==> config.mk <==
export PLATFORM = sky130hd
export DESIGN_NAME = altro_bus_master_flat
export DESIGN_NICKNAME = d
export VERILOG_FILES = /design/src/rtl/altro_bus_pkg.sv /design/src/rtl/altro_bus_master_if.sv /design/src/rtl/altro_timeout_cnt.sv /design/src/rtl/altro_bus_master.sv /design/src/flat_wrapper.sv
export SDC_FILE = /design/constraint.sdc
export NUM_CORES = 1
export LEC_CHECK = 0
export BUFFER_PORTS_ARGS = -buffer_cell sky130_fd_sc_hd__buf_2
export CORE_MARGIN = 5
export CORE_UTILIZATION = 30
export DETAILED_ROUTE_END_ITERATION = 8
export GPL_ROUTABILITY_DRIVEN = 0
export PLACE_DENSITY = 0.59
export SETUP_SLACK_MARGIN = 0.15
export SLEW_MARGIN = 20
export SYNTH_ARGS = -nofsm -noshare
export SYNTH_HDL_FRONTEND = slang
export SYNTH_SLANG_ARGS = --single-unit
==> constraint.sdc <==
create_clock -name rclk -period 3.5 [get_ports rclk]
set_input_delay 0.35 -clock rclk [delete_from_list [all_inputs] [get_ports rclk]]
set_output_delay 0.35 -clock rclk [all_outputs]
set_load 0.1 [all_outputs]
==> src/rtl/altro_bus_pkg.sv <==
// Shared definitions for the ALTRO-style front-end bus (master and slave side).
// Holds state encoding, command codes, bd field positions and response codes.
package altro_bus_pkg;

    localparam int BD_W   = 40;
    localparam int DATA_W = 20;
    localparam int TMO_W  = 16;

    localparam logic [4:0] CHRDO_CODE = 5'h1A;

    // bd field positions
    localparam int BD_PAR     = 39;
    localparam int BD_BRANCH  = 36;
    localparam int BD_CHIP_HI = 31;
    localparam int BD_CHIP_LO = 29;
    localparam int BD_CHAN_HI = 28;
    localparam int BD_CHAN_LO = 25;
    localparam int BD_REG_HI  = 24;
    localparam int BD_REG_LO  = 20;
    localparam int BD_DATA_HI = 19;

    localparam logic [1:0] ERR_OK   = 2'd0;
    localparam logic [1:0] ERR_ACK  = 2'd1;
    localparam logic [1:0] ERR_TRSF = 2'd2;

    typedef enum logic [2:0] {
        ST_IDLE      = 3'd0,
        ST_SETUP     = 3'd1,
        ST_STROBE    = 3'd2,
        ST_RELEASE   = 3'd3,
        ST_WAIT_TRSF = 3'd4,
        ST_READOUT   = 3'd5,
        ST_DONE      = 3'd6
    } state_t;

    // Assemble a bus command word; bit 39 is even parity over bd[38:20].
    function automatic logic [BD_W-1:0] build_bd(
        input logic        branch,
        input logic [2:0]  chip,
        input logic [3:0]  chan,
        input logic [4:0]  regc,
        input logic [19:0] data
    );
        logic [BD_W-1:0] w;
        w                          = '0;
        w[BD_BRANCH]               = branch;
        w[BD_CHIP_HI:BD_CHIP_LO]   = chip;
        w[BD_CHAN_HI:BD_CHAN_LO]   = chan;
        w[BD_REG_HI:BD_REG_LO]     = regc;
        w[BD_DATA_HI:0]            = data;
        w[BD_PAR]                  = ^w[BD_PAR-1:BD_REG_LO];
        return w;
    endfunction

endpackage

==> src/rtl/altro_bus_master_if.sv <==
// Request/response and bus-pad signals of the ALTRO bus master.
// master modport: the initiator's view; slave modport: the counterpart view
// (command decoder, pad drivers and the bus slave together).
interface altro_bus_master_if;
    import altro_bus_pkg::*;

    logic              req_valid;
    logic              req_ready;
    logic              req_write;
    logic              req_branch;
    logic [2:0]        req_chip;
    logic [3:0]        req_chan;
    logic [4:0]        req_reg;
    logic [DATA_W-1:0] req_data;
    logic              rsp_valid;
    logic [DATA_W-1:0] rsp_data;
    logic [1:0]        rsp_err;
    logic              ro_valid;
    logic [BD_W-1:0]   ro_data;
    logic [15:0]       ro_count;
    logic [BD_W-1:0]   bd_in;
    logic [BD_W-1:0]   bd_out;
    logic              bd_oe_h;
    logic              bd_oe_l;
    logic              cstb_n;
    logic              write;
    logic              ackn_n;
    logic              trsf;
    logic              dstb_n;

    modport master (
        input  req_valid, req_write, req_branch, req_chip, req_chan, req_reg, req_data,
        input  bd_in, ackn_n, trsf, dstb_n,
        output req_ready, rsp_valid, rsp_data, rsp_err,
        output ro_valid, ro_data, ro_count,
        output bd_out, bd_oe_h, bd_oe_l, cstb_n, write
    );

    modport slave (
        output req_valid, req_write, req_branch, req_chip, req_chan, req_reg, req_data,
        output bd_in, ackn_n, trsf, dstb_n,
        input  req_ready, rsp_valid, rsp_data, rsp_err,
        input  ro_valid, ro_data, ro_count,
        input  bd_out, bd_oe_h, bd_oe_l, cstb_n, write
    );

endinterface

==> src/rtl/altro_timeout_cnt.sv <==
// Loadable down-counter with terminal-count flag, shared by the setup,
// ackn and trsf waits.
// Ports: rclk, reset (sync, active high), i_load/i_load_val (load has priority),
//        i_dec (decrement, holds at zero), o_expired (count == 0).
module altro_timeout_cnt
    import altro_bus_pkg::*;
#(
    parameter int W = TMO_W
) (
    input  logic         rclk,
    input  logic         reset,
    input  logic         i_load,
    input  logic [W-1:0] i_load_val,
    input  logic         i_dec,
    output logic         o_expired
);

    logic [W-1:0] r_cnt;

    always_ff @(posedge rclk) begin
        if (reset) begin
            r_cnt <= '0;
        end else if (i_load) begin
            r_cnt <= i_load_val;
        end else if (i_dec && (r_cnt != '0)) begin
            r_cnt <= r_cnt - 1'b1;
        end
    end

    assign o_expired = (r_cnt == '0);

endmodule

==> src/rtl/altro_bus_master.sv <==
// Initiator side of the ALTRO front-end bus: turns single write/read/CHRDO
// requests into cstb/write/bd cycles and collects readout words afterwards.
// Ports: rclk, reset (sync, active high), bus (master modport: request,
//        response, readout and pad signals).
//
// state     | meaning
// IDLE      | req_ready high, waiting for a request
// SETUP     | bd/write driven, cstb_n still high
// STROBE    | cstb_n low, waiting for ackn_n low
// RELEASE   | cstb_n high, bus driven, waiting for ackn_n high
// WAIT_TRSF | bus released after CHRDO, waiting for trsf rise
// READOUT   | capturing words on dstb_n until trsf falls
// DONE      | one-cycle rsp_valid
module altro_bus_master #(
    parameter int unsigned SETUP_CYCLES = 1,
    parameter int unsigned ACK_TIMEOUT  = 32,
    parameter int unsigned TRSF_TIMEOUT = 1024,
    parameter logic [4:0]  CHRDO_CODE   = altro_bus_pkg::CHRDO_CODE
) (
    input logic                rclk,
    input logic                reset,
    altro_bus_master_if.master bus
);
    import altro_bus_pkg::*;

    // Counter is loaded with N-1 so that each wait lasts exactly N cycles.
    localparam logic [TMO_W-1:0] LD_SETUP = TMO_W'(SETUP_CYCLES - 1);
    localparam logic [TMO_W-1:0] LD_ACK   = TMO_W'(ACK_TIMEOUT - 1);
    localparam logic [TMO_W-1:0] LD_TRSF  = TMO_W'(TRSF_TIMEOUT - 1);

    state_t            r_state;
    state_t            w_next;
    logic              r_write;
    logic [4:0]        r_reg;
    logic [BD_W-1:0]   r_word;
    logic [DATA_W-1:0] r_rsp_data;
    logic [1:0]        r_rsp_err;
    logic              r_trsf_q;
    logic              r_ro_valid;
    logic [BD_W-1:0]   r_ro_data;
    logic [15:0]       r_ro_count;

    logic              w_accept;
    logic              w_load;
    logic [TMO_W-1:0]  w_load_val;
    logic              w_dec;
    logic              w_expired;
    logic              w_err_set;
    logic [1:0]        w_err_val;
    logic              w_cap_rd;
    logic              w_capture;
    logic              w_drive;

    altro_timeout_cnt #(.W(TMO_W)) u_tmo (
        .rclk       (rclk),
        .reset      (reset),
        .i_load     (w_load),
        .i_load_val (w_load_val),
        .i_dec      (w_dec),
        .o_expired  (w_expired)
    );

    assign w_accept  = bus.req_valid && (r_state == ST_IDLE);
    assign w_capture = (r_state == ST_READOUT) && bus.trsf && !bus.dstb_n;
    assign w_drive   = (r_state == ST_SETUP) || (r_state == ST_STROBE) ||
                       (r_state == ST_RELEASE);

    always_comb begin
        w_next     = r_state;
        w_load     = 1'b0;
        w_load_val = '0;
        w_dec      = 1'b0;
        w_err_set  = 1'b0;
        w_err_val  = ERR_OK;
        w_cap_rd   = 1'b0;
        case (r_state)
            ST_IDLE: begin
                if (w_accept) begin
                    w_next     = ST_SETUP;
                    w_load     = 1'b1;
                    w_load_val = LD_SETUP;
                end
            end
            ST_SETUP: begin
                if (w_expired) begin
                    w_next     = ST_STROBE;
                    w_load     = 1'b1;
                    w_load_val = LD_ACK;
                end else begin
                    w_dec = 1'b1;
                end
            end
            ST_STROBE: begin
                // Acknowledge wins over an expiry in the same cycle.
                if (!bus.ackn_n) begin
                    w_next     = ST_RELEASE;
                    w_load     = 1'b1;
                    w_load_val = LD_ACK;
                    w_cap_rd   = !r_write;
                end else if (w_expired) begin
                    w_next    = ST_DONE;
                    w_err_set = 1'b1;
                    w_err_val = ERR_ACK;
                end else begin
                    w_dec = 1'b1;
                end
            end
            ST_RELEASE: begin
                if (bus.ackn_n) begin
                    if (r_write && (r_reg == CHRDO_CODE)) begin
                        w_next     = ST_WAIT_TRSF;
                        w_load     = 1'b1;
                        w_load_val = LD_TRSF;
                    end else begin
                        w_next = ST_DONE;
                    end
                end else if (w_expired) begin
                    w_next    = ST_DONE;
                    w_err_set = 1'b1;
                    w_err_val = ERR_ACK;
                end else begin
                    w_dec = 1'b1;
                end
            end
            ST_WAIT_TRSF: begin
                if (bus.trsf && !r_trsf_q) begin
                    w_next = ST_READOUT;
                end else if (w_expired) begin
                    w_next    = ST_DONE;
                    w_err_set = 1'b1;
                    w_err_val = ERR_TRSF;
                end else begin
                    w_dec = 1'b1;
                end
            end
            ST_READOUT: begin
                if (!bus.trsf && r_trsf_q) begin
                    w_next = ST_DONE;
                end
            end
            ST_DONE: begin
                w_next = ST_IDLE;
            end
            default: begin
                w_next = ST_IDLE;
            end
        endcase
    end

    always_ff @(posedge rclk) begin
        if (reset) begin
            r_state    <= ST_IDLE;
            r_write    <= 1'b0;
            r_reg      <= '0;
            r_word     <= '0;
            r_rsp_data <= '0;
            r_rsp_err  <= ERR_OK;
            r_trsf_q   <= 1'b0;
            r_ro_valid <= 1'b0;
            r_ro_data  <= '0;
            r_ro_count <= '0;
        end else begin
            r_state    <= w_next;
            r_trsf_q   <= bus.trsf;
            r_ro_valid <= w_capture;
            if (w_accept) begin
                r_write    <= bus.req_write;
                r_reg      <= bus.req_reg;
                // Data field is only meaningful (and only driven) for writes.
                r_word     <= build_bd(bus.req_branch, bus.req_chip, bus.req_chan,
                                       bus.req_reg, bus.req_write ? bus.req_data : '0);
                r_rsp_data <= '0;
                r_rsp_err  <= ERR_OK;
            end
            if (w_cap_rd) begin
                r_rsp_data <= bus.bd_in[DATA_W-1:0];
            end
            if (w_err_set) begin
                r_rsp_err <= w_err_val;
            end
            if (r_state == ST_WAIT_TRSF) begin
                r_ro_count <= '0;
            end
            if (w_capture) begin
                r_ro_data <= bus.bd_in;
                if (r_ro_count != 16'hFFFF) begin
                    r_ro_count <= r_ro_count + 16'd1;
                end
            end
        end
    end

    assign bus.req_ready = (r_state == ST_IDLE);
    assign bus.rsp_valid = (r_state == ST_DONE);
    assign bus.rsp_data  = r_rsp_data;
    assign bus.rsp_err   = r_rsp_err;
    assign bus.ro_valid  = r_ro_valid;
    assign bus.ro_data   = r_ro_data;
    assign bus.ro_count  = r_ro_count;
    assign bus.cstb_n    = (r_state != ST_STROBE);
    assign bus.write     = w_drive ? !r_write : 1'b1;
    assign bus.bd_oe_h   = w_drive;
    assign bus.bd_oe_l   = w_drive && r_write;
    assign bus.bd_out    = w_drive ? r_word : '0;

endmodule
==> src/flat_wrapper.sv <==
// flat-port wrapper written by rule: the top's interface ports become plain ports
module altro_bus_master_flat import altro_bus_pkg::*;
#(
    parameter int unsigned SETUP_CYCLES = 1,
    parameter int unsigned ACK_TIMEOUT  = 32,
    parameter int unsigned TRSF_TIMEOUT = 1024,
    parameter logic [4:0]  CHRDO_CODE   = altro_bus_pkg::CHRDO_CODE
)
  (rclk, reset, bus_req_valid, bus_req_write, bus_req_branch, bus_req_chip, bus_req_chan, bus_req_reg, bus_req_data, bus_bd_in, bus_ackn_n, bus_trsf, bus_dstb_n, bus_req_ready, bus_rsp_valid, bus_rsp_data, bus_rsp_err, bus_ro_valid, bus_ro_data, bus_ro_count, bus_bd_out, bus_bd_oe_h, bus_bd_oe_l, bus_cstb_n, bus_write);
  altro_bus_master_if bus_i ();
  input logic rclk;
  input logic reset;
  input wire logic [$bits(bus_i.req_valid)-1:0] bus_req_valid;
  input wire logic [$bits(bus_i.req_write)-1:0] bus_req_write;
  input wire logic [$bits(bus_i.req_branch)-1:0] bus_req_branch;
  input wire logic [$bits(bus_i.req_chip)-1:0] bus_req_chip;
  input wire logic [$bits(bus_i.req_chan)-1:0] bus_req_chan;
  input wire logic [$bits(bus_i.req_reg)-1:0] bus_req_reg;
  input wire logic [$bits(bus_i.req_data)-1:0] bus_req_data;
  input wire logic [$bits(bus_i.bd_in)-1:0] bus_bd_in;
  input wire logic [$bits(bus_i.ackn_n)-1:0] bus_ackn_n;
  input wire logic [$bits(bus_i.trsf)-1:0] bus_trsf;
  input wire logic [$bits(bus_i.dstb_n)-1:0] bus_dstb_n;
  output wire logic [$bits(bus_i.req_ready)-1:0] bus_req_ready;
  output wire logic [$bits(bus_i.rsp_valid)-1:0] bus_rsp_valid;
  output wire logic [$bits(bus_i.rsp_data)-1:0] bus_rsp_data;
  output wire logic [$bits(bus_i.rsp_err)-1:0] bus_rsp_err;
  output wire logic [$bits(bus_i.ro_valid)-1:0] bus_ro_valid;
  output wire logic [$bits(bus_i.ro_data)-1:0] bus_ro_data;
  output wire logic [$bits(bus_i.ro_count)-1:0] bus_ro_count;
  output wire logic [$bits(bus_i.bd_out)-1:0] bus_bd_out;
  output wire logic [$bits(bus_i.bd_oe_h)-1:0] bus_bd_oe_h;
  output wire logic [$bits(bus_i.bd_oe_l)-1:0] bus_bd_oe_l;
  output wire logic [$bits(bus_i.cstb_n)-1:0] bus_cstb_n;
  output wire logic [$bits(bus_i.write)-1:0] bus_write;
  assign bus_i.req_valid = bus_req_valid;
  assign bus_i.req_write = bus_req_write;
  assign bus_i.req_branch = bus_req_branch;
  assign bus_i.req_chip = bus_req_chip;
  assign bus_i.req_chan = bus_req_chan;
  assign bus_i.req_reg = bus_req_reg;
  assign bus_i.req_data = bus_req_data;
  assign bus_i.bd_in = bus_bd_in;
  assign bus_i.ackn_n = bus_ackn_n;
  assign bus_i.trsf = bus_trsf;
  assign bus_i.dstb_n = bus_dstb_n;
  assign bus_req_ready = bus_i.req_ready;
  assign bus_rsp_valid = bus_i.rsp_valid;
  assign bus_rsp_data = bus_i.rsp_data;
  assign bus_rsp_err = bus_i.rsp_err;
  assign bus_ro_valid = bus_i.ro_valid;
  assign bus_ro_data = bus_i.ro_data;
  assign bus_ro_count = bus_i.ro_count;
  assign bus_bd_out = bus_i.bd_out;
  assign bus_bd_oe_h = bus_i.bd_oe_h;
  assign bus_bd_oe_l = bus_i.bd_oe_l;
  assign bus_cstb_n = bus_i.cstb_n;
  assign bus_write = bus_i.write;
  altro_bus_master #(.SETUP_CYCLES(SETUP_CYCLES), .ACK_TIMEOUT(ACK_TIMEOUT), .TRSF_TIMEOUT(TRSF_TIMEOUT), .CHRDO_CODE(CHRDO_CODE)) u_core (.rclk(rclk), .reset(reset), .bus(bus_i));
endmodule
== After elaboration in Yosys (flattened, before gate mapping) ==
Cells that the tools add are included.
Operators by class
  $add $sub $neg: 2
  eq/ne operators: 12
  muxes and demuxes: 49
  reduce and logical (&&, ||, !) cells: 22
Operator list (count)
  2-to-1 mux 16 bit: 6
  2-to-1 mux 20 bit: 3
  one-hot mux 16 bit (3 select lines): 1
  2-to-1 mux 40 bit: 1
  2-to-1 mux 3 bit: 7
  XOR reduction 19 bit: 1
  one-hot mux 3 bit (6 select lines): 1
  2-to-1 mux 1 bit: 17
  adder 16 x 1 -> 16 bit (second input constant): 1
  zero test 16 bit: 1
  inequality test 16 bit (second input constant): 1
  nonzero test 16 bit: 1
  subtractor 16 x 1 -> 16 bit (second input constant): 1
  2-to-1 mux 2 bit: 6
  2-to-1 mux 10 bit: 1
  2-to-1 mux 5 bit: 2
  == test 3 bit (second input constant): 3
  logical AND 1 bit: 8
  one-hot mux 1 bit (4 select lines): 2
  == test 3 x 2 -> 1 bit (second input constant): 2
  one-hot mux 2 bit (3 select lines): 1
  nonzero test 2 bit: 3
  == test 5 bit (second input constant): 1
  zero test 1 bit: 4
  other kinds (8): 10
Word-level totals
  bits in registers: 139
  output and inout port bits: 125

== Logic depth before layout (Yosys ltp) ==
Gate-level depths: netlist of the first run.
  word-level depth: 7
  depth in mapped cells: 9
  gate-level depth less buffers: 7

== Cells and area by module ==
A second synthesis of the first run with hierarchy kept.
Unflattened totals
  cell total of the unflattened synthesis: 768
  area total of the unflattened synthesis: 6212.2 um^2
By module, submodules not included
  altro_bus_master: instances 1, cells each 638, area each 5068.6 um^2, sequential area each 2362.3 um^2
  altro_timeout_cnt: instances 1, cells each 130, area each 1143.6 um^2, sequential area each 320.3 um^2

== Worst setup path before layout of the first run ==
Ideal clock, no wire load.
  path type: register to register
  start: register u_core.r_state[2]
  end: register u_core.u_tmo.r_cnt[8]
  library setup time: 0.119 ns
  arrival time: 3.818 ns
  setup slack: -0.436 ns
  stages on the path, launching flop included: 8
  buffers on the path: 3
  path through: dfxtp_1 > clkbuf_1 > nor3_1 > and2_1 > clkbuf_1 > clkbuf_1 > nor2_1 > o221a_1
Between the ends
  word-level cells in the longest chain between the ends: 5
Ends and longest elaborated chain
  start: declaration: RTL line altro_bus_master.sv:31  | state_t r_state;
  start signal: assignment: RTL line altro_bus_master.sv:163  | r_state <= w_next;
  zero test 3 bit *
  named net bus_req_ready: RTL line flat_wrapper.sv:24  | output wire logic [$bits(bus_i.req_ready)-1:0] bus_req_ready;
  logical AND 1 bit: RTL line altro_bus_master.sv:63  | assign w_accept = bus.req_valid && (r_state == ST_IDLE);
  2-to-1 mux 1 bit: RTL line altro_bus_master.sv:78  | if (w_accept) begin
  one-hot mux 1 bit (4 select lines) *: RTL line altro_bus_master.sv:76  | case (r_state)
  2-to-1 mux 16 bit / nonzero test 2 bit (equally long branches)
  end signal: assignment: RTL line altro_timeout_cnt.sv:24  | r_cnt <= i_load_val;
  end signal: assignment: RTL line altro_timeout_cnt.sv:26  | r_cnt <= r_cnt - 1'b1;
  end: declaration: RTL line altro_timeout_cnt.sv:18  | logic [W-1:0] r_cnt;
Mark *: on every way through the listed nets, which the timed path passes. The rest lies on a longest branch.
A chain may end at the register's enable or synchronous reset.

== Worst setup path after layout of the first run ==
  start: register u_core.r_state[0]
  end: output port bus_bd_out[29]
Between the ends
  word-level cells in the longest chain between the ends: 4
Ends and longest elaborated chain
  == test 3 x 1 -> 1 bit / == test 3 x 2 -> 1 bit (equally long branches): RTL line altro_bus_master.sv:65  | assign w_drive = (r_state == ST_SETUP) || (r_state == ST_STROBE) ||
  logical OR 1 bit: RTL line altro_bus_master.sv:65
  logical OR 1 bit *: RTL line altro_bus_master.sv:65
  2-to-1 mux 40 bit *: RTL line altro_bus_master.sv:204  | assign bus.bd_out = w_drive ? r_word : '0;
  end: declaration: RTL line flat_wrapper.sv:31  | output wire logic [$bits(bus_i.bd_out)-1:0] bus_bd_out;
Mark *: on every way between the ends. The rest lies on a longest branch, timed or not.

==> impl_metrics.toml, run 1 <==
[synth]
yosysSeqAreaShare_pct = 45.8
synth_cell_types = 61
synthCells = 732
avgSynthCellArea_um2 = 8.01
yosys_warnings = 0
ys_async_sr_fraction_pct = 0
ys_seq_elements = 134
syn-cell-area_um2 = 5860
synthFlopType = "dfxtp_1"
yosysTopAreaCell = "dfxtp_1"
synthTopCellsByArea = "dfxtp_1 (46%), nand2_1 (9.3%), a21oi_1 (7.1%)"
synth_top_area_share_pct = 45.8
synth_edf_count = 0

[power_and_ir_drop]
finalPower_uw = 5990
power.density_nw_per_um2 = 781
p_leak_uw = 0.00321
peakVddDrop_mv = 0.332

[clock_network]
hold_buffers = 0
cts.htree.levels = 4
cts_tree = "yes"
postCtsSetupRepairBufs = 0
clk_pin_slew_ns = 0.06
clk_latency_ns = 0.42
clock_path_buffers = 2
clock-root-buffer = "clkbuf_16"
cts.sinks = 134
cts_resized = 0
cts-buffers-inserted = 17

[sta]
fmax_mhz = 336
min_period_ns = 2.98
tns_ns = 0
fin_crit_sh_pct = 85.0
relSlewSlack_pct = 32.1
drv_slew = 0
hold_violations = 0
setup_viol = 0
skew_ns = 0.0136
worst_pin_slew_ns = 1.02
rsz0062_at_grt = "no"

[critical_path]
r2r_end = "u_core.u_tmo.r_cnt[7]"
worstRegToRegCells = 7
worstReg2RegStart = "u_core.u_tmo.r_cnt[0]"
cp.arrival_ns = 2.63
worstPathMaxFanout = 21
required_ns = 3.15
crit_path_end_kind = "primary output"
ff2ff_setup_slack_ns = 0.76
start_kind = "flip-flop"
path_class = "flip-flop to primary output"

[global_routing]
grt_pass1_vias = 5394
grt_overflow = 0
grt_pass1_wl_um = 27700
grt_max_degree = 69
grt_use_total_pct = 15.2
antenna_found_initial = 1

[cells_and_area]
fin_nets = 991
multiInputGateArea_um2 = 2950
final_cells = 1187
stdcell_area_um2 = 7670
final_cell_mix = "buf_2 (197), nand2_1 (145), dfxtp_1 (134)"
diodes = 0
final_core_util_pct = 39.6
syn_to_final_growth_pct = 30.8
seqCellArea_um2 = 2680
drive_above_1_share_pct = 27.4
final_common_cell = "buf_2"
fillers = 2039
largest_reg_flops = 40

[hold_path]
min_from = "bus_bd_in[30]"
hold_path_end = "u_core.bus.ro_data[30]"
worst_hold_path_type = "primary input to flip-flop"
holdPathStages = 3

[die]
dieArea_um2 = 22400
coreArea_um2 = 19300
die_h_um = 150
ioPinCount = 205
fp.dieW_um = 150
start_util_pct = 30.3
rows = 51

[placed_design]
port_buffers = 198
postPlaceCellArea_um2 = 7090
dp_hpwl_um = 12100
dp.cells = 1155

[route]
wl_per_cell_um = 14.6
first_iter_violations = 256
vias_per_cell = 4.78
vias = 5668
ant_nets = 0
wl_um = 17300
first_pass_iters = 4
drc = 0

[run_status]
status = "complete, no violations"

[job]
max-cap-violations = 0
worst max path at each step:
stage | start | endpoint | slack, ns
4_1_cts | u_core.r_state[0] | bus_bd_out[22] | 0.46
6_report | u_core.r_state[0] | bus_bd_out[29] | 0.52
3_5_place_dp | u_core.u_tmo.r_cnt[0] | u_core.u_tmo.r_cnt[7] | 0.79
5_1_grt | u_core.r_state[0] | bus_bd_out[28] | 0.25
3_3_place_gp | u_core.u_tmo.r_cnt[0] | u_core.u_tmo.r_cnt[7] | 0.89
2_1_floorplan | u_core.r_state[2] | bus_rsp_valid | 0.17
final cells by class:
cell class	instances	area share, %
inverters	7	0.343
flip-flops and latches	134	35.0
repair buffers	210	14.3
well taps	265	4.33
clock buffers	18	5.60
clock inverters	14	1.93
multi-input cells	539	38.5
where the power goes:
part | leakage [uW] | switching (uW) | internal (uW)
sequential | 0.00109 | 176 | 1690
clock | 0.000282 | 703 | 1050
combinational | 0.00184 | 1670 | 690
total | 0.00321 | 2550 | 3440
per-layer routing:
layer / track usage, % / routed length, um / share of wire [%]
met5: 0 / 13 / 0.075
met1: 18.5 / 7600 / 44
met3: 6.21 / 1460 / 8.4
met2: 24.4 / 7960 / 46
met4: 5.12 / 253 / 1.5
cells in the mapped netlist, types with 6 or more instances:
cell type and count:
nand2_1 145, dfxtp_1 134, a21oi_1 83, nor2_1 57, clkbuf_1 44, nand3_1 41
and2_1 36, a22oi_1 21, xnor2_1 16, nor3_1 10, xor2_1 10, nor4_1 9
inv_1 7, o21ai_0 7, or4_1 7, buf_4 6
critical path, stage by stage, from the launching register on:
cell	delay, ns
dfxtp_1	0.71
nor2_1	0.16
nor2_2	0.49
buf_4	0.30
and2_1	0.14
buf_2	0.42
metrics by stage:
stage	worst slack [ns]	hold WS [ns]
after global placement	0.886	0.434
after CTS	0.459	0.143
after floorplan	0.166	0.427
after detailed placement	0.793	0.440
after global routing	0.250	0.151
final	0.524	0.164
cell families after synthesis:
family / Yosys count / synth area share, %
compound gates: 152 / 16.1
buf+inv: 64 / 4.53
flops: 134 / 45.8
xor+xnor: 26 / 3.89
other cells: 1 / 0.0640
simple gates: 352 / 29.0
fa+ha+maj: 3 / 0.598
Power figures use the tool's default switching activity.
==> run 2, diff against run 1 <==
--- a/constraint.sdc
+++ b/constraint.sdc
@@ -3,2 +3,2 @@
 set_output_delay 0.35 -clock rclk [all_outputs]
-set_load 0.1 [all_outputs]
+set_load 0.02 [all_outputs]
==> run 2 against run 1 <==
Net effect: routed wire length rose by 1.1%; largest cell class unchanged; flip-flop and latch count stayed put; sequential power hardly changed; largest power group is now registers; first-iteration DRC count down 1.6%.
==> impl_metrics.toml, run 2 (synthesis results as in run 1) <==
[run_status]
status = "complete, no violations"

[sta]
worst_pin_slew_ns = 1.06
drv_slew = 0
fin_crit_sh_pct = 77.6
hold_violations = 0
relSlewSlack_pct = 29.0
setup_viol = 0
skew_ns = 0.00984
min_period_ns = 2.72
tns_ns = 0
whs_ns = 0.166
rsz0062_at_grt = "no"
fmax_mhz = 368

[die]
start_util_pct = 30.3
rows = 51
coreArea_um2 = 19300
fp.dieW_um = 150
die_h_um = 150
ioPinCount = 205
dieArea_um2 = 22400

[global_routing]
grt_pass1_wl_um = 28200
antenna_found_initial = 0
grt_max_degree = 66
grt_pass1_vias = 5517
grt_use_total_pct = 15.5
grt_overflow = 0

[clock_network]
cts-buffers-inserted = 17
cts_resized = 0
cts.htree.levels = 4
clock-root-buffer = "clkbuf_16"
clock_path_buffers = 2
clk_latency_ns = 0.41
cts.sinks = 134
clk_pin_slew_ns = 0.06
postCtsSetupRepairBufs = 0
hold_buffers = 0
cts_tree = "yes"

[power_and_ir_drop]
peakVddDrop_mv = 0.412
p_leak_uw = 0.00320
power.density_nw_per_um2 = 706

[hold_path]
worst_hold_path_type = "primary input to flip-flop"
holdPathStages = 3

[critical_path]
cpMaxStageDelayCell = "or4b_1"
cp.depth = 7
path_buf_inv = 1
crit_path_end_kind = "flip-flop"
path_class = "flip-flop to flip-flop"
critical-path-max-stage-delay_ns = 0.57
cp.arrival_ns = 3.02
crit_family = "simple AND/OR/NAND/NOR gates"
worstRegToRegCells = 7
start_kind = "flip-flop"
worstPathMaxFanout = 11
cp_cell_sequence = "inv_1 > ha_1 > or4b_1 > nor4_4 > a22o_1 > nor4_1 > a2111oi_2"
required_ns = 3.81

[placed_design]
port_buffers = 198
dp_hpwl_um = 12000

[route]
wl_per_cell_um = 14.7
wl_um = 17500
first_iter_violations = 252
vias_per_cell = 4.82
drc = 0
vias = 5715
first_pass_iters = 5
ant_nets = 0

[job]
max-cap-violations = 0

[cells_and_area]
largest_reg_flops = 40
multiInputGateArea_um2 = 2950
seqCellArea_um2 = 2680
final_common_cell = "buf_2"
drive_above_1_share_pct = 27.3
final_cell_mix = "buf_2 (197), nand2_1 (145), dfxtp_1 (134)"
fin_nets = 990
syn_to_final_growth_pct = 30.4
diodes = 0
fillers = 2016
==> run 2: cell types whose count changed in the layout (fill, tap and decap cells not counted), sizes merged <==
cell,before,now
clkbuf,18,20
clkinvlp,2,1
buf,210,209
bufinv,2,1
==> run 2: layout make-up <==
type	instances	share of cell area, %
tap	265	4.34
inverter	7	0.344
sequential	134	35.1
timing repair buffer	209	14.2
clock inverter	12	1.54
multi-input combinational	539	38.6
clock buffer	20	5.84
==> run 2: power breakdown <==
group | switching, uW | internal (uW)
sequential | 168 | 1690
clock | 711 | 1010
combinational | 1130 | 681
==> run 2: worst register-to-register path: stages (launching register included) <==
cell       delay, ns
dfxtp_1         0.33
inv_1           0.08
ha_1            0.19
or4b_1          0.57
nor4_4          0.50
a22o_1          0.47
nor4_1          0.13
a2111oi_2       0.34
==> run 2: stage by stage <==
step,util [%],instance area [um2],std cells,setup slack (ns),power [uW]
after detailed placement,36.6,7080,1154,0.841,3710
after global placement,36.6,7080,1154,0.894,3710
after global routing,39.5,7640,1186,0.531,5760
after CTS,39.5,7640,1186,0.792,5460
final,39.5,7640,1186,0.783,5400
after floorplan,-,5880,737,1.09,3200
==> run 2: path summary, 6_finish.rpt <==
check / slack (ns) / endpoint / startpoint
min: 0.17 / u_core.bus.ro_data[29] / bus_bd_in[29]
max: 0.78 / u_core.u_tmo.r_cnt[7] / u_core.u_tmo.r_cnt[0]
max reg2reg: 0.78 / u_core.u_tmo.r_cnt[7] / u_core.u_tmo.r_cnt[0]
min reg2reg: 0.44 / u_core.r_word[18] / u_core.r_word[18]
==> run 2: metal layers <==
metal	global-route usage, %	share of wire (%)	up-vias
met1	20.0	44	2638
li1	-	-	2875
met4	4.35	1.0	0
met3	6.15	8.6	15
met5	0	0	-
met2	24.2	46	187
==> run 3, diff against run 2 <==
clock period = 2.8 ns   (was 3.5 ns; I/O delays follow)
==> run 3 against run 2 <==
Net effect: register-to-register slack worse by 0.49 ns; worst hold slack worse by 0.065 ns; flip-flop and latch count unchanged; via count up 0.66%; global-route usage down 0.26 points; critical endpoint unchanged; largest power group is now combinational logic.
==> impl_metrics.toml, run 3 (synthesis results as in run 1) <==
[cells_and_area]
fin_nets = 999
final_common_cell = "buf_2"
diodes = 0
largest_reg_flops = 40
final_cells = 1194
fillers = 2003
final_cell_mix = "buf_2 (197), nand2_1 (145), dfxtp_1 (134)"
syn_to_final_growth_pct = 32.4
drive_above_1_share_pct = 28.1

[critical_path]
start_kind = "flip-flop"
crit_path_end_kind = "flip-flop"
required_ns = 3.11
worstPathMaxFanout = 7
cp.arrival_ns = 2.81
path_class = "flip-flop to flip-flop"

[global_routing]
grt_overflow = 0
antenna_found_initial = 0
grt_pass1_wl_um = 27700
grt_pass1_vias = 5575
grt_use_total_pct = 15.3
grt_max_degree = 56

[die]
rows = 51
start_util_pct = 30.3
die_h_um = 150
fp.dieW_um = 150
ioPinCount = 205
dieArea_um2 = 22400
coreArea_um2 = 19300

[hold_path]
worst_hold_path_type = "primary input to flip-flop"

[clock_network]
clock-root-buffer = "clkbuf_16"
clock_path_buffers = 2
cts.sinks = 134
clk_latency_ns = 0.42
cts.htree.levels = 4
hold_buffers = 0
clk_pin_slew_ns = 0.06
cts-buffers-inserted = 17
cts_tree = "yes"

[route]
vias = 5753
first_iter_violations = 203
first_pass_iters = 4
wl_per_cell_um = 14.6
vias_per_cell = 4.82
drc = 0
wl_um = 17500
ant_nets = 0

[sta]
fmax_mhz = 399
skew_ns = 0.0109
worst_slack_ns = 0.295
relSlewSlack_pct = 35.3
min_period_ns = 2.50
worst_pin_slew_ns = 0.970
fin_crit_sh_pct = 89.4
drv_slew = 0
setup_viol = 0
tns_ns = 0
hold_violations = 0
rsz0062_at_grt = "yes"

[power_and_ir_drop]
peakVddDrop_mv = 0.494
power.density_nw_per_um2 = 901
p_clk_share_pct = 32.5
pwr-share-seq_pct = 33.0
p_comb_share_pct = 34.5
p_int_uw = 4480
p_switching_uw = 2510
p_leak_uw = 0.00326
switching_share_pct = 35.9

[placed_design]
dp_hpwl_um = 12300
port_buffers = 198
place_ws_ns = 0.272
dp.cells = 1163

[run_status]
status = "complete, no violations"

[job]
max-cap-violations = 0
[run 3: cell count changes in the layout (fill, tap and decap cells not counted), sizes merged]
cell      previous run  this run
bufinv               1         3
clkinv               5         4
buf                209       218
inv                 12         9
clkinvlp             1         2
[run 3: stage by stage]
stage / total power, uW / instance area [um2] / util, % / hold WS (ns)
finish: 6990 / 7760 / 40.1 / 0.101
global route: 7440 / 7760 / 40.1 / 0.0911
CTS: 7060 / 7760 / 40.1 / 0.0823
detailed placement: 4760 / 7160 / 37.0 / 0.440
global placement: 4740 / 7160 / 37.0 / 0.435
floorplan: 4000 / 5880 / - / 0.408
[run 3: critical path, cell delays in order (launching register included)]
cell and delay [ns]:
dfxtp_1 0.33, inv_1 0.08, ha_1 0.20, or4b_1 0.58, nor4_4 0.37, buf_4 0.20, a22o_2 0.22, nor4_1 0.08
a2111oi_2 0.34
[run 3: path summary, 6_finish.rpt]
check / cells after the start / endpoint / startpoint / slack, ns
setup / recovery: 8 / u_core.u_tmo.r_cnt[7] / u_core.u_tmo.r_cnt[0] / 0.30
hold / removal: 3 / u_core.bus.ro_data[27] / bus_bd_in[27] / 0.10
setup reg to reg: 8 / u_core.u_tmo.r_cnt[7] / u_core.u_tmo.r_cnt[0] / 0.30
hold reg to reg: 2 / u_core.r_word[8] / u_core.r_word[8] / 0.44
[run 3: per-layer routing]
layer  wire length, um  global-route usage, %
met1              7510                   18.5
met5                 0                      0
met3              1570                   5.69
met4               214                   5.22
met2              8200                   25.0
[run 3: layout make-up]
class	instances	area, um2	share of cell area, %
Clock buffer	20	447	5.76
Clock inverter	11	150	1.93
Inverter	7	26.3	0.339
Multi-Input combinational cell	539	2960	38.1
Sequential cell	134	2680	34.6
Tap cell	265	332	4.27
Timing Repair Buffer	218	1170	15.1
[run 3: power by group through the flow]
stage	clock [uW]	combinational (uW)	sequential, uW
2_1_floorplan	0	1700	2300
3_3_place_gp	0	2400	2340
3_5_place_dp	0	2420	2340
4_1_cts	2330	2420	2300
5_1_grt	2420	2680	2340
6_report	2270	2410	2310
[run 3: timing repair]
action / CTS / global route
endpoints found under the setup margin: 0 / 6
endpoints found under the hold margin: 0 / 0
setup buffers: 0 / 0
resized for setup: 0 / 2
